--- src/rtl/task4.sv ---
// ARC4 24-bit key cracker: walks keys upward from 0, decrypts the
// length-prefixed ciphertext in the ct ROM and stops on the first key
// whose plaintext is all printable ASCII. The winning key goes to the
// six seven-segment displays.

// 256x8 single-port memory with registered read data (1-cycle latency).
module task4_spram (
    input  logic       clk_i,
    input  logic [7:0] addr_i,
    input  logic [7:0] wdata_i,
    input  logic       we_i,
    output logic [7:0] rdata_o
);
    logic [7:0] mem [256];

    // Write-first is not needed: the cracker never reads an address in the cycle it writes it.
    always_ff @(posedge clk_i) begin
        if (we_i) begin
            mem[addr_i] <= wdata_i;
        end
        rdata_o <= mem[addr_i];
    end
endmodule

// Cracking core: INIT / KSA / PRGA per candidate key with inline printable check.
module task4_crack (
    input  logic        clk_i,
    input  logic        rst_ni,
    output logic [23:0] key_o,
    output logic        key_valid_o,
    output logic        done_o
);
    typedef enum logic [2:0] {
        ST_IDLE,
        ST_INIT,
        ST_KSA,
        ST_PRGA,
        ST_NEXTKEY,
        ST_DONE
    } state_t;

    state_t      state_q, state_d;
    logic [2:0]  ph_q, ph_d;
    logic [23:0] key_q, key_d;
    logic        key_valid_q, key_valid_d;
    logic [7:0]  i_q, i_d;
    logic [7:0]  j_q, j_d;
    logic [7:0]  k_q, k_d;
    logic [7:0]  len_q, len_d;
    logic [7:0]  si_q, si_d;
    logic [7:0]  sj_q, sj_d;
    logic [1:0]  m_q, m_d;

    logic [7:0]  s_addr, s_wdata, s_rdata;
    logic        s_we;
    logic [7:0]  ct_addr, ct_rdata;
    logic [7:0]  pt_addr, pt_wdata, unused_pt_rdata;
    logic        pt_we;

    logic [7:0]  kbyte, i_inc, j_ksa, j_prga, pad_addr, p_byte;

    // Names the rest of the design (and anyone probing c) refers to.
    logic [23:0] key;
    logic        key_valid;
    assign key       = key_q;
    assign key_valid = key_valid_q;

    assign key_o       = key;
    assign key_valid_o = key_valid;
    assign done_o      = (state_q == ST_DONE);

    task4_spram ct (
        .clk_i  (clk_i),
        .addr_i (ct_addr),
        .wdata_i(8'h00),
        .we_i   (1'b0),
        .rdata_o(ct_rdata)
    );

    task4_spram s (
        .clk_i  (clk_i),
        .addr_i (s_addr),
        .wdata_i(s_wdata),
        .we_i   (s_we),
        .rdata_o(s_rdata)
    );

    task4_spram pt (
        .clk_i  (clk_i),
        .addr_i (pt_addr),
        .wdata_i(pt_wdata),
        .we_i   (pt_we),
        .rdata_o(unused_pt_rdata)
    );

    function automatic logic is_printable(input logic [7:0] b);
        return (b >= 8'h20) && (b <= 8'h7E);
    endfunction

    // Key byte for i mod 3, tracked by m_q so no divider is needed.
    always_comb begin
        kbyte = key_q[7:0];
        case (m_q)
            2'd0:    kbyte = key_q[23:16];
            2'd1:    kbyte = key_q[15:8];
            default: kbyte = key_q[7:0];
        endcase
    end

    assign i_inc    = i_q + 8'd1;
    assign j_ksa    = j_q + s_rdata + kbyte;
    assign j_prga   = j_q + s_rdata;
    assign pad_addr = si_q + sj_q;
    assign p_byte   = ct_rdata ^ s_rdata;

    // Control registers take the reset; datapath registers are always overwritten before use.
    always_ff @(posedge clk_i or negedge rst_ni) begin
        if (!rst_ni) begin
            state_q     <= ST_IDLE;
            ph_q        <= 3'd0;
            key_q       <= 24'h0;
            key_valid_q <= 1'b0;
        end else begin
            state_q     <= state_d;
            ph_q        <= ph_d;
            key_q       <= key_d;
            key_valid_q <= key_valid_d;
        end
    end

    // Datapath registers.
    always_ff @(posedge clk_i) begin
        i_q   <= i_d;
        j_q   <= j_d;
        k_q   <= k_d;
        len_q <= len_d;
        si_q  <= si_d;
        sj_q  <= sj_d;
        m_q   <= m_d;
    end

    // Next-state and memory port control. Each KSA step takes 4 cycles, each PRGA byte 6.
    always_comb begin
        state_d     = state_q;
        ph_d        = ph_q;
        key_d       = key_q;
        key_valid_d = key_valid_q;
        i_d         = i_q;
        j_d         = j_q;
        k_d         = k_q;
        len_d       = len_q;
        si_d        = si_q;
        sj_d        = sj_q;
        m_d         = m_q;
        s_addr      = i_q;
        s_wdata     = 8'h00;
        s_we        = 1'b0;
        ct_addr     = 8'h00;
        pt_addr     = k_q;
        pt_wdata    = 8'h00;
        pt_we       = 1'b0;

        case (state_q)
            ST_IDLE: begin
                state_d = ST_INIT;
                i_d     = 8'd0;
            end

            ST_INIT: begin
                s_addr  = i_q;
                s_wdata = i_q;
                s_we    = 1'b1;
                i_d     = i_inc;
                // ct address sits at 0 for the whole fill, so the length is ready at the end.
                if (i_q == 8'hFF) begin
                    state_d = ST_KSA;
                    ph_d    = 3'd0;
                    j_d     = 8'd0;
                    m_d     = 2'd0;
                    len_d   = ct_rdata;
                end
            end

            ST_KSA: begin
                case (ph_q)
                    3'd0: begin
                        s_addr = i_q;
                        ph_d   = 3'd1;
                    end
                    3'd1: begin
                        si_d   = s_rdata;
                        j_d    = j_ksa;
                        s_addr = j_ksa;
                        ph_d   = 3'd2;
                    end
                    3'd2: begin
                        sj_d    = s_rdata;
                        s_addr  = i_q;
                        s_wdata = s_rdata;
                        s_we    = 1'b1;
                        ph_d    = 3'd3;
                    end
                    default: begin
                        s_addr  = j_q;
                        s_wdata = si_q;
                        s_we    = 1'b1;
                        i_d     = i_inc;
                        m_d     = (m_q == 2'd2) ? 2'd0 : m_q + 2'd1;
                        ph_d    = 3'd0;
                        if (i_q == 8'hFF) begin
                            j_d = 8'd0;
                            k_d = 8'd1;
                            if (len_q == 8'd0) begin
                                state_d     = ST_DONE;
                                key_valid_d = 1'b1;
                            end else begin
                                state_d = ST_PRGA;
                            end
                        end
                    end
                endcase
            end

            ST_PRGA: begin
                ct_addr = k_q;
                case (ph_q)
                    3'd0: begin
                        i_d      = i_inc;
                        s_addr   = i_inc;
                        pt_addr  = 8'd0;
                        pt_wdata = len_q;
                        pt_we    = 1'b1;
                        ph_d     = 3'd1;
                    end
                    3'd1: begin
                        si_d   = s_rdata;
                        j_d    = j_prga;
                        s_addr = j_prga;
                        ph_d   = 3'd2;
                    end
                    3'd2: begin
                        sj_d    = s_rdata;
                        s_addr  = i_q;
                        s_wdata = s_rdata;
                        s_we    = 1'b1;
                        ph_d    = 3'd3;
                    end
                    3'd3: begin
                        s_addr  = j_q;
                        s_wdata = si_q;
                        s_we    = 1'b1;
                        ph_d    = 3'd4;
                    end
                    3'd4: begin
                        s_addr = pad_addr;
                        ph_d   = 3'd5;
                    end
                    default: begin
                        pt_addr  = k_q;
                        pt_wdata = p_byte;
                        pt_we    = 1'b1;
                        ph_d     = 3'd0;
                        if (!is_printable(p_byte)) begin
                            state_d = ST_NEXTKEY;
                        end else if (k_q == len_q) begin
                            state_d     = ST_DONE;
                            key_valid_d = 1'b1;
                        end else begin
                            k_d = k_q + 8'd1;
                        end
                    end
                endcase
            end

            ST_NEXTKEY: begin
                ph_d = 3'd0;
                if (key_q == 24'hFF_FFFF) begin
                    state_d = ST_DONE;
                end else begin
                    key_d   = key_q + 24'd1;
                    state_d = ST_INIT;
                    i_d     = 8'd0;
                end
            end

            default: begin
                state_d = ST_DONE;
            end
        endcase
    end
endmodule

// Board top: key cracker plus seven-segment and LED presentation.
module task4 (
    input  logic       CLOCK_50,
    input  logic [3:0] KEY,
    input  logic [9:0] SW,
    output logic [6:0] HEX0,
    output logic [6:0] HEX1,
    output logic [6:0] HEX2,
    output logic [6:0] HEX3,
    output logic [6:0] HEX4,
    output logic [6:0] HEX5,
    output logic [9:0] LEDR
);
    logic [23:0] key;
    logic        key_valid;
    logic        done;
    logic        unused_inputs;

    assign unused_inputs = ^{SW, KEY[2:0]};

    task4_crack c (
        .clk_i      (CLOCK_50),
        .rst_ni     (KEY[3]),
        .key_o      (key),
        .key_valid_o(key_valid),
        .done_o     (done)
    );

    // Active-low {g,f,e,d,c,b,a} glyphs for hex digits.
    function automatic logic [6:0] seg7(input logic [3:0] n);
        logic [6:0] g;
        case (n)
            4'h0: g = 7'b1000000;
            4'h1: g = 7'b1111001;
            4'h2: g = 7'b0100100;
            4'h3: g = 7'b0110000;
            4'h4: g = 7'b0011001;
            4'h5: g = 7'b0010010;
            4'h6: g = 7'b0000010;
            4'h7: g = 7'b1111000;
            4'h8: g = 7'b0000000;
            4'h9: g = 7'b0010000;
            4'hA: g = 7'b0001000;
            4'hB: g = 7'b0000011;
            4'hC: g = 7'b1000110;
            4'hD: g = 7'b0100001;
            4'hE: g = 7'b0000110;
            default: g = 7'b0001110;
        endcase
        return g;
    endfunction

    // Blank while searching, key when found, dashes when the key space ran out.
    always_comb begin
        HEX0 = 7'h7F;
        HEX1 = 7'h7F;
        HEX2 = 7'h7F;
        HEX3 = 7'h7F;
        HEX4 = 7'h7F;
        HEX5 = 7'h7F;
        if (done && key_valid) begin
            HEX0 = seg7(key[3:0]);
            HEX1 = seg7(key[7:4]);
            HEX2 = seg7(key[11:8]);
            HEX3 = seg7(key[15:12]);
            HEX4 = seg7(key[19:16]);
            HEX5 = seg7(key[23:20]);
        end else if (done) begin
            HEX0 = 7'b0111111;
            HEX1 = 7'b0111111;
            HEX2 = 7'b0111111;
            HEX3 = 7'b0111111;
            HEX4 = 7'b0111111;
            HEX5 = 7'b0111111;
        end
    end

    assign LEDR = {8'b0, key_valid, done};
endmodule

--- config.mk ---
export PLATFORM = sky130hd
export DESIGN_NAME = task4
export DESIGN_NICKNAME = d
export VERILOG_FILES = /design/src/rtl/task4.sv
export SDC_FILE = /design/constraint.sdc
export NUM_CORES = 1
export LEC_CHECK = 0
export BUFFER_PORTS_ARGS = -buffer_cell sky130_fd_sc_hd__buf_2
export CORE_UTILIZATION = 58
export DETAILED_ROUTE_END_ITERATION = 6
export PLACE_DENSITY = 0.79
export SLEW_MARGIN = 20
export SYNTH_ARGS = -nofsm -noshare
export SYNTH_HDL_FRONTEND = slang
export SYNTH_MEMORY_MAX_BITS = 65536
export SYNTH_SLANG_ARGS = --single-unit
--- constraint.sdc ---
create_clock -name CLOCK_50 -period 2.85 [get_ports CLOCK_50]
set_input_delay 0.285 -clock CLOCK_50 [delete_from_list [all_inputs] [get_ports CLOCK_50]]
set_output_delay 0.285 -clock CLOCK_50 [all_outputs]
set_load 0.01 [all_outputs]
==> impl_results.md, run 1 <==
* Outcome: complete, no violations
* Cts-stage hold buffer count at 0
* Critical R2R Launch: c.key_o[2]
* Fmax achieved at 379 MHz
* Kind of start point of the critical path: flip-flop
* Clock buffers created by TritonCTS at 5
* Number of top-level pins at 67
* Yosys Warn Count at 0
* Async set or reset register ratio after synthesis at 79.5%
* Power Internal at 0.851 mW
* Clk Tree Root Cell: sky130_fd_sc_hd__clkbuf_8
* Max Transition Viols Final at 0
* Avg Vias per Cell at 5.99
* Clock tree from TritonCTS: done
* Kind of cell adding the most delay to the critical path: flip-flops
* Largest net degree at the start of global routing at 36
* Count of cell types in the netlist at 58
* Count of routing violations after the opening detailed-route iteration at 259
* CTS Buffer Depth at 2
* Leading cell types by total area after synthesis: sky130_fd_sc_hd__dfrtp_1 (20%), sky130_fd_sc_hd__ha_1 (12%), sky130_fd_sc_hd__o211ai_1 (6.8%), sky130_fd_sc_hd__edfxtp_1 (6.3%), sky130_fd_sc_hd__nand2_1 (5.1%)
* Combinational cell fraction of total power at 1.3%
* Clock latency on the worst-skew pair at 0.30 ns
* Routed wire length at 7930 um
* End of the worst register-to-register path: c.key_o[23]
* Number of search-and-repair iterations in the first detailed-routing pass at 5
* Overall power at 1.07 mW
* Weighted congestion at the end of routability-driven global placement at 0.834
* Filler cell count in the final layout at 543
* Die Span Y at 83.4 um
* Portion of the clock cycle consumed by the worst path in the final layout at 92.6%
* Average size of a mapped cell at 8.63 sq um
* EDFF count, synth at 8
* Data required time of the critical path at 2.57 ns
* Crit path buffers/inverters at 3
* HPWL Detailed at 5520 um
* WP data arrival at 2.36 ns
* DRC violations left at 0
* Site Rows at 29
* Final ANT Viol Nets at 0
* Number of antenna repair diodes at 0
* Port-buffer cells at 45
* Netlist area before placement at 3840 sq um
* Vias after detailed routing at 3226
* Die footprint at 6950 sq um
* Fraction of final layout cells with drive strength greater than 1 at 18.4%
* Commonest register cell after synthesis: sky130_fd_sc_hd__dfrtp_1
* Post-CTS Setup Bufs at 0
* Synthesized flop and latch total at 39
* Total number of nets in the final design at 513
* Clock transition at the register clock pins on the worst setup and hold paths after CTS at 0.07 ns
* Max-slew headroom at the worst pin at 49.8%
* Sort of element at the end of the critical path: output pin
* Worst supply voltage drop on vdd at 0.000342 V
* Global Route Usage Sum at 23.4%
* Share of total power consumed by net switching at 20.2%
* Die W at 83.4 um
* Yosys top cell area share at 20.2%
* Critical-path top delay cell: sky130_fd_sc_hd__dfrtp_1
* Post-route core utilization at 64.0%
* Starting Density at 60.1%
* Total clock sinks at 39
* Number of hold violations in the final report at 0
* Number of cell instances on the worst register-to-register path at 4
* Layout overhead on the synthesized area at 6.52%
* Final critical-path required period at 2.64 ns
* Critical path's most frequent cell: sky130_fd_sc_hd__inv_1
* Largest fanout of any net on the critical path at 6
* First-pass GRT wire length at 13400 um
* Area post-placement at 3970 sq um
* Critical Setup Path Class: flip-flop to output pin
* Post-CTS sizing at 0
* Grt ovf at 0
* Unrepaired setup endpoints after global routing: no
* Final std cell area, no fill at 4090 sq um
* Number of max-capacitance violations reported at 0
* Vias in the first global route at 2904
* Avg WL per Cell at 14.7 um
* Clock power share at 45.5%
* Sequential Power Share at 53.2%
* Setup-failing EPs final at 0
* Ordered list of cells on the worst path: inv_1, ha_1, inv_1, mux4_2, or4_1, buf_2
* Top cell type by total area after synthesis: sky130_fd_sc_hd__dfrtp_1
* Sequential element share of the synthesized area at 26.5%
* Worst-case clock skew at 0.00831 ns
* Area of the core region at 6390 sq um
* CP max stage delay at 0.49 ns
* Net switching power of the design at 0.215 mW
* Register-to-register setup slack at 0.56 ns
* Number of antenna violations at the first check in global routing at 0
* PD cells at 260 nW/um^2
* Gate count of the mapped netlist at 445
* Maximum level of the CTS H-tree at 2
* Sum of negative setup slack at 0 ns
* Hold Crit Class: input port to asynchronous set/reset pin
* Slew at the pin with the worst max-slew slack at 0.753 ns
* Pleak at 1.60 nW
[how the worst max path moves through the flow]
stage / depth (start not counted) / from / endpoint
2_1_floorplan: 6 / c.key_o[13] / c.i_q[0]
3_3_place_gp: 6 / c.key_o[20] / HEX5[3]
3_5_place_dp: 6 / c.key_o[20] / HEX5[3]
4_1_cts: 6 / c.key_o[20] / HEX5[3]
5_1_grt: 6 / c.key_o[20] / HEX5[3]
6_report: 6 / c.key_o[20] / HEX5[3]
[state kept, by name, indices dropped and copies added, names as in the netlist]
| register | flops |
|---|---|
| c.state_q | 3 |
| c.ph_q | 3 |
| c.key_o | 24 |
| c.key_valid_o | 1 |
| c.i_q | 8 |
[cell usage in the layout, fill, tap and decap left out, drive strengths merged, types with 12 or more instances in the layout]
master,n
nand2,52
buf,48
ha,37
o211ai,35
dfrtp,31
o21ai,25
inv,22
xnor2,18
a21oi,18
nor2,16
nand3,13
nand2b,12
xor2,12
[per-stage QoR]
| stage | cells | hold slack, ns | setup WS, ns |
|---|---|---|---|
| after floorplan | 452 | -0.0106 | 0.485 |
| after global placement | 531 | 0.371 | 0.620 |
| after detailed placement | 531 | 0.376 | 0.570 |
| after CTS | 539 | 0.0569 | 0.197 |
| after global routing | 539 | 0.0934 | 0.116 |
| final | 539 | 0.0303 | 0.210 |
[final cells by class]
class,instances,area (sq um),area share [%]
Timing Repair Buffer,48,248,6.06
Clock inverter,2,35.0,0.857
Inverter,22,82.6,2.02
Sequential cell,39,1020,24.8
Clock buffer,6,82.6,2.02
Multi-Input combinational cell,345,2530,61.9
Tap cell,77,96.3,2.36
[per-layer routing]
layer | wire, um | GRT usage (%)
met1 | 3550 | 30.0
met2 | 3940 | 40.8
met3 | 309 | 3.28
met4 | 132 | 6.74
met5 | 0 | 0
[power by group through the flow]
stage	logic [mW]	clock network (mW)	registers (mW)
after global routing	0.0164	0.513	0.567
after detailed placement	0.0143	0	0.578
after global placement	0.0141	0	0.578
after floorplan	0.0127	0	0.578
after CTS	0.0142	0.488	0.567
final	0.0137	0.485	0.567
[logic make-up (layout without fill, tap and decap cells)]
logic type / count (synthesis) / in the layout / synth area share (%)
compound gates: 115 / 115 / 21.7
xor+xnor: 30 / 30 / 6.84
fa+ha+maj: 37 / 37 / 12.1
buf+inv: 68 / 78 / 8.47
flops: 39 / 39 / 26.5
mux: 12 / 12 / 3.62
other cells: 1 / 8 / 0.0977
simple gates: 143 / 143 / 20.8
[synthesized netlist by cell type, types with 2 or more instances]
cell type,instances
sky130_fd_sc_hd__nand2_1,52
sky130_fd_sc_hd__dfrtp_1,31
sky130_fd_sc_hd__and4_1,2
sky130_fd_sc_hd__mux2_2,5
sky130_fd_sc_hd__a211oi_1,8
sky130_fd_sc_hd__mux2i_1,6
sky130_fd_sc_hd__ha_1,37
sky130_fd_sc_hd__buf_1,2
sky130_fd_sc_hd__a31oi_1,5
sky130_fd_sc_hd__o21ai_0,24
sky130_fd_sc_hd__o311ai_0,2
sky130_fd_sc_hd__o21a_1,5
sky130_fd_sc_hd__buf_4,14
sky130_fd_sc_hd__nand3_1,13
sky130_fd_sc_hd__nor2b_1,6
sky130_fd_sc_hd__a21oi_1,17
sky130_fd_sc_hd__o211ai_1,35
sky130_fd_sc_hd__nand4_1,4
sky130_fd_sc_hd__and2_1,3
sky130_fd_sc_hd__or2_2,7
sky130_fd_sc_hd__nand2b_1,12
sky130_fd_sc_hd__nor2_1,15
sky130_fd_sc_hd__edfxtp_1,8
sky130_fd_sc_hd__and3_1,8
sky130_fd_sc_hd__clkbuf_1,21
sky130_fd_sc_hd__xor2_1,12
sky130_fd_sc_hd__a2111oi_2,6
sky130_fd_sc_hd__nand3b_1,7
sky130_fd_sc_hd__buf_2,8
sky130_fd_sc_hd__nor3_1,2
sky130_fd_sc_hd__a21o_1,2
sky130_fd_sc_hd__a311oi_1,2
sky130_fd_sc_hd__xnor2_1,18
sky130_fd_sc_hd__inv_1,22
No activity file was read; power rests on OpenSTA's default activity.
==> inputs of run 2 (changes only) <==
--- a/config.mk
+++ b/config.mk
@@ -6,6 +6,7 @@
 export NUM_CORES = 1
 export LEC_CHECK = 0
 export BUFFER_PORTS_ARGS = -buffer_cell sky130_fd_sc_hd__buf_2
+export CORE_MARGIN = 2
 export CORE_UTILIZATION = 58
 export DETAILED_ROUTE_END_ITERATION = 6
 export PLACE_DENSITY = 0.79
==> impl_results.md, run 2 (synthesis results as in run 1) <==
* Outcome: complete, no violations
* Max-slew headroom at the worst pin at 47.5% (-2.3 points)
* Avg Vias per Cell at 5.92 (-1.0%)
* Data required time of the critical path at 2.57 ns (about the same)
* Clock transition at the register clock pins on the worst setup and hold paths after CTS at 0.07 ns (about the same)
* Clk Tree Root Cell: sky130_fd_sc_hd__clkbuf_8
* Port-buffer cells at 45 (unchanged)
* HPWL Detailed at 5390 um (-2.3%)
* Post-CTS sizing at 0 (unchanged)
* Routed wire length at 7690 um (-3.0%)
* Number of hold violations in the final report at 0 (unchanged)
* Net switching power of the design at 0.200 mW (-6.7%)
* Crit path buffers/inverters at 3 (unchanged)
* Unrepaired setup endpoints after global routing: no
* Number of top-level pins at 67 (unchanged)
* Total number of nets in the final design at 512 (-0.19%)
* CP max stage delay at 0.45 ns (-0.04 ns)
* Largest fanout of any net on the critical path at 6 (unchanged)
* Die W at 85.4 um (+2.4%)
* Number of flip-flops in the largest register at 24 (unchanged)
* DRC violations left at 0 (unchanged)
* Vias after detailed routing at 3181 (-1.4%)
* Sort of element at the end of the critical path: output pin
* WP data arrival at 2.30 ns (-0.06 ns)
* CTS Buffer Depth at 2 (unchanged)
* Number of max-capacitance violations reported at 0 (unchanged)
* Kind of cell adding the most delay to the critical path: flip-flops
* Weighted congestion at the end of routability-driven global placement at 0.825 (-1.1%)
* Site Rows at 29 (unchanged)
* Post-CTS Setup Bufs at 0 (unchanged)
* Ordered list of cells on the worst path: inv_1, ha_1, inv_1, mux4_2, or4_1, buf_2
* Final ANT Viol Nets at 0 (unchanged)
* Fmax achieved at 387 MHz (+2.1%)
* Number of antenna repair diodes at 0 (unchanged)
* Total clock sinks at 39 (unchanged)
* Critical-path top delay cell: sky130_fd_sc_hd__dfrtp_1
* Portion of the clock cycle consumed by the worst path in the final layout at 90.7% (-1.9 points)
* Vias in the first global route at 2843 (-2.1%)
* Final critical-path required period at 2.58 ns (-0.0554 ns)
* Highest-count cells in the layout ignoring fill and taps: sky130_fd_sc_hd__nand2_1 (52), sky130_fd_sc_hd__buf_2 (45), sky130_fd_sc_hd__ha_1 (37)
* Share of total power consumed by net switching at 21.4% (+1.2 points)
* Sequential Power Share at 60.5% (+7.3 points)
* Power Internal at 0.736 mW (-13%)
* Cts-stage hold buffer count at 0 (unchanged)
* Fraction of final layout cells with drive strength greater than 1 at 17.6% (-0.79 points)
* Avg WL per Cell at 14.3 um (-2.6%)
* Area of the core region at 6390 sq um (unchanged)
* First-pass GRT wire length at 13300 um (-0.61%)
* Largest net degree at the start of global routing at 36 (unchanged)
* Clock buffers created by TritonCTS at 5 (unchanged)
* Number of antenna violations at the first check in global routing at 0 (unchanged)
* Clock tree from TritonCTS: done
* Post-route core utilization at 63.3% (-0.76 points)
* Worst-case clock skew at 0.00517 ns (-0.00314 ns)
* Clock power share at 38.0% (-7.5 points)
* Critical Setup Path Class: flip-flop to output pin
* Register-to-register setup slack at 0.58 ns (+0.02 ns)
* Sum of negative setup slack at 0 ns (unchanged)
* Die Span Y at 85.4 um (+2.4%)
* Pleak at 1.57 nW (-1.8%)
* Grt ovf at 0 (unchanged)
* PD cells at 232 nW/um^2 (-11%)
* Count of routing violations after the opening detailed-route iteration at 220 (-15%)
* Clock latency on the worst-skew pair at 0.29 ns (about the same)
* Most common library cell in the layout ignoring fill and taps: sky130_fd_sc_hd__nand2_1
* Starting Density at 60.1% (unchanged)
* Global Route Usage Sum at 22.0% (-1.4 points)
* Critical path's most frequent cell: sky130_fd_sc_hd__inv_1
* Filler cell count in the final layout at 548 (+0.92%)
* Worst supply voltage drop on vdd at 0.000310 V (-9.4%)
* Hold Crit Class: input port to asynchronous set/reset pin
* Kind of start point of the critical path: flip-flop
* Die footprint at 7290 sq um (+4.9%)
* Maximum level of the CTS H-tree at 2 (unchanged)
* Slew at the pin with the worst max-slew slack at 0.788 ns (+0.0345 ns)
* Max Transition Viols Final at 0 (unchanged)
* Number of search-and-repair iterations in the first detailed-routing pass at 5 (unchanged)
* Combinational cell fraction of total power at 1.5% (+0.2 points)
* Setup-failing EPs final at 0 (unchanged)
* Layout overhead on the synthesized area at 5.25%
[run 2: metrics by stage]
stage	cells	setup WS, ns	power [mW]	hold slack [ns]	area, sq um
after floorplan	452	0.485	0.591	-0.0106	3870
after global placement	530	0.621	0.593	0.383	3970
after detailed placement	530	0.589	0.593	0.385	3970
after CTS	537	0.261	0.940	0.0770	4040
after global routing	537	0.176	0.966	0.106	4040
final	537	0.265	0.936	0.0401	4040
[run 2: layout make-up]
class                           count  area (sq um)  share of cell area [%]
Timing Repair Buffer               47           240                    5.94
Tap cell                           77          96.3                    2.38
Clock buffer                        7          76.3                    1.89
Multi-Input combinational cell    345          2530                    62.6
Sequential cell                    39          1020                    25.1
Inverter                           22          82.6                    2.04
[run 2: metal layers]
| metal | up-vias | wire [um] | track usage, % |
|---|---|---|---|
| met4 | 0 | 55 | 4.33 |
| met1 | 1518 | 3560 | 30.0 |
| met3 | 6 | 274 | 2.82 |
| met5 | - | 0 | 0 |
| met2 | 61 | 3810 | 37.6 |
| li1 | 1596 | - | - |
[run 2: path summary, 6_finish.rpt]
kind,start,cells after the start,endpoint
max reg2reg,c.key_o[12],6,c.i_q[1]
min,KEY[3],1,c.key_valid_o
max in group asynchronous,KEY[3],1,c.key_o[4]
max,c.key_o[20],6,HEX5[3]
min in group CLOCK_50,c.key_valid_o,0,c.key_valid_o
min reg2reg,c.key_valid_o,0,c.key_valid_o
[run 2: power by group through the flow]
| stage | combinational (mW) | sequential (mW) | clock (mW) |
|---|---|---|---|
| 6_report | 0.0137 | 0.567 | 0.356 |
| 4_1_cts | 0.0146 | 0.567 | 0.358 |
| 2_1_floorplan | 0.0127 | 0.578 | 0 |
| 5_1_grt | 0.0166 | 0.567 | 0.383 |
| 3_3_place_gp | 0.0145 | 0.578 | 0 |
| 3_5_place_dp | 0.0146 | 0.578 | 0 |
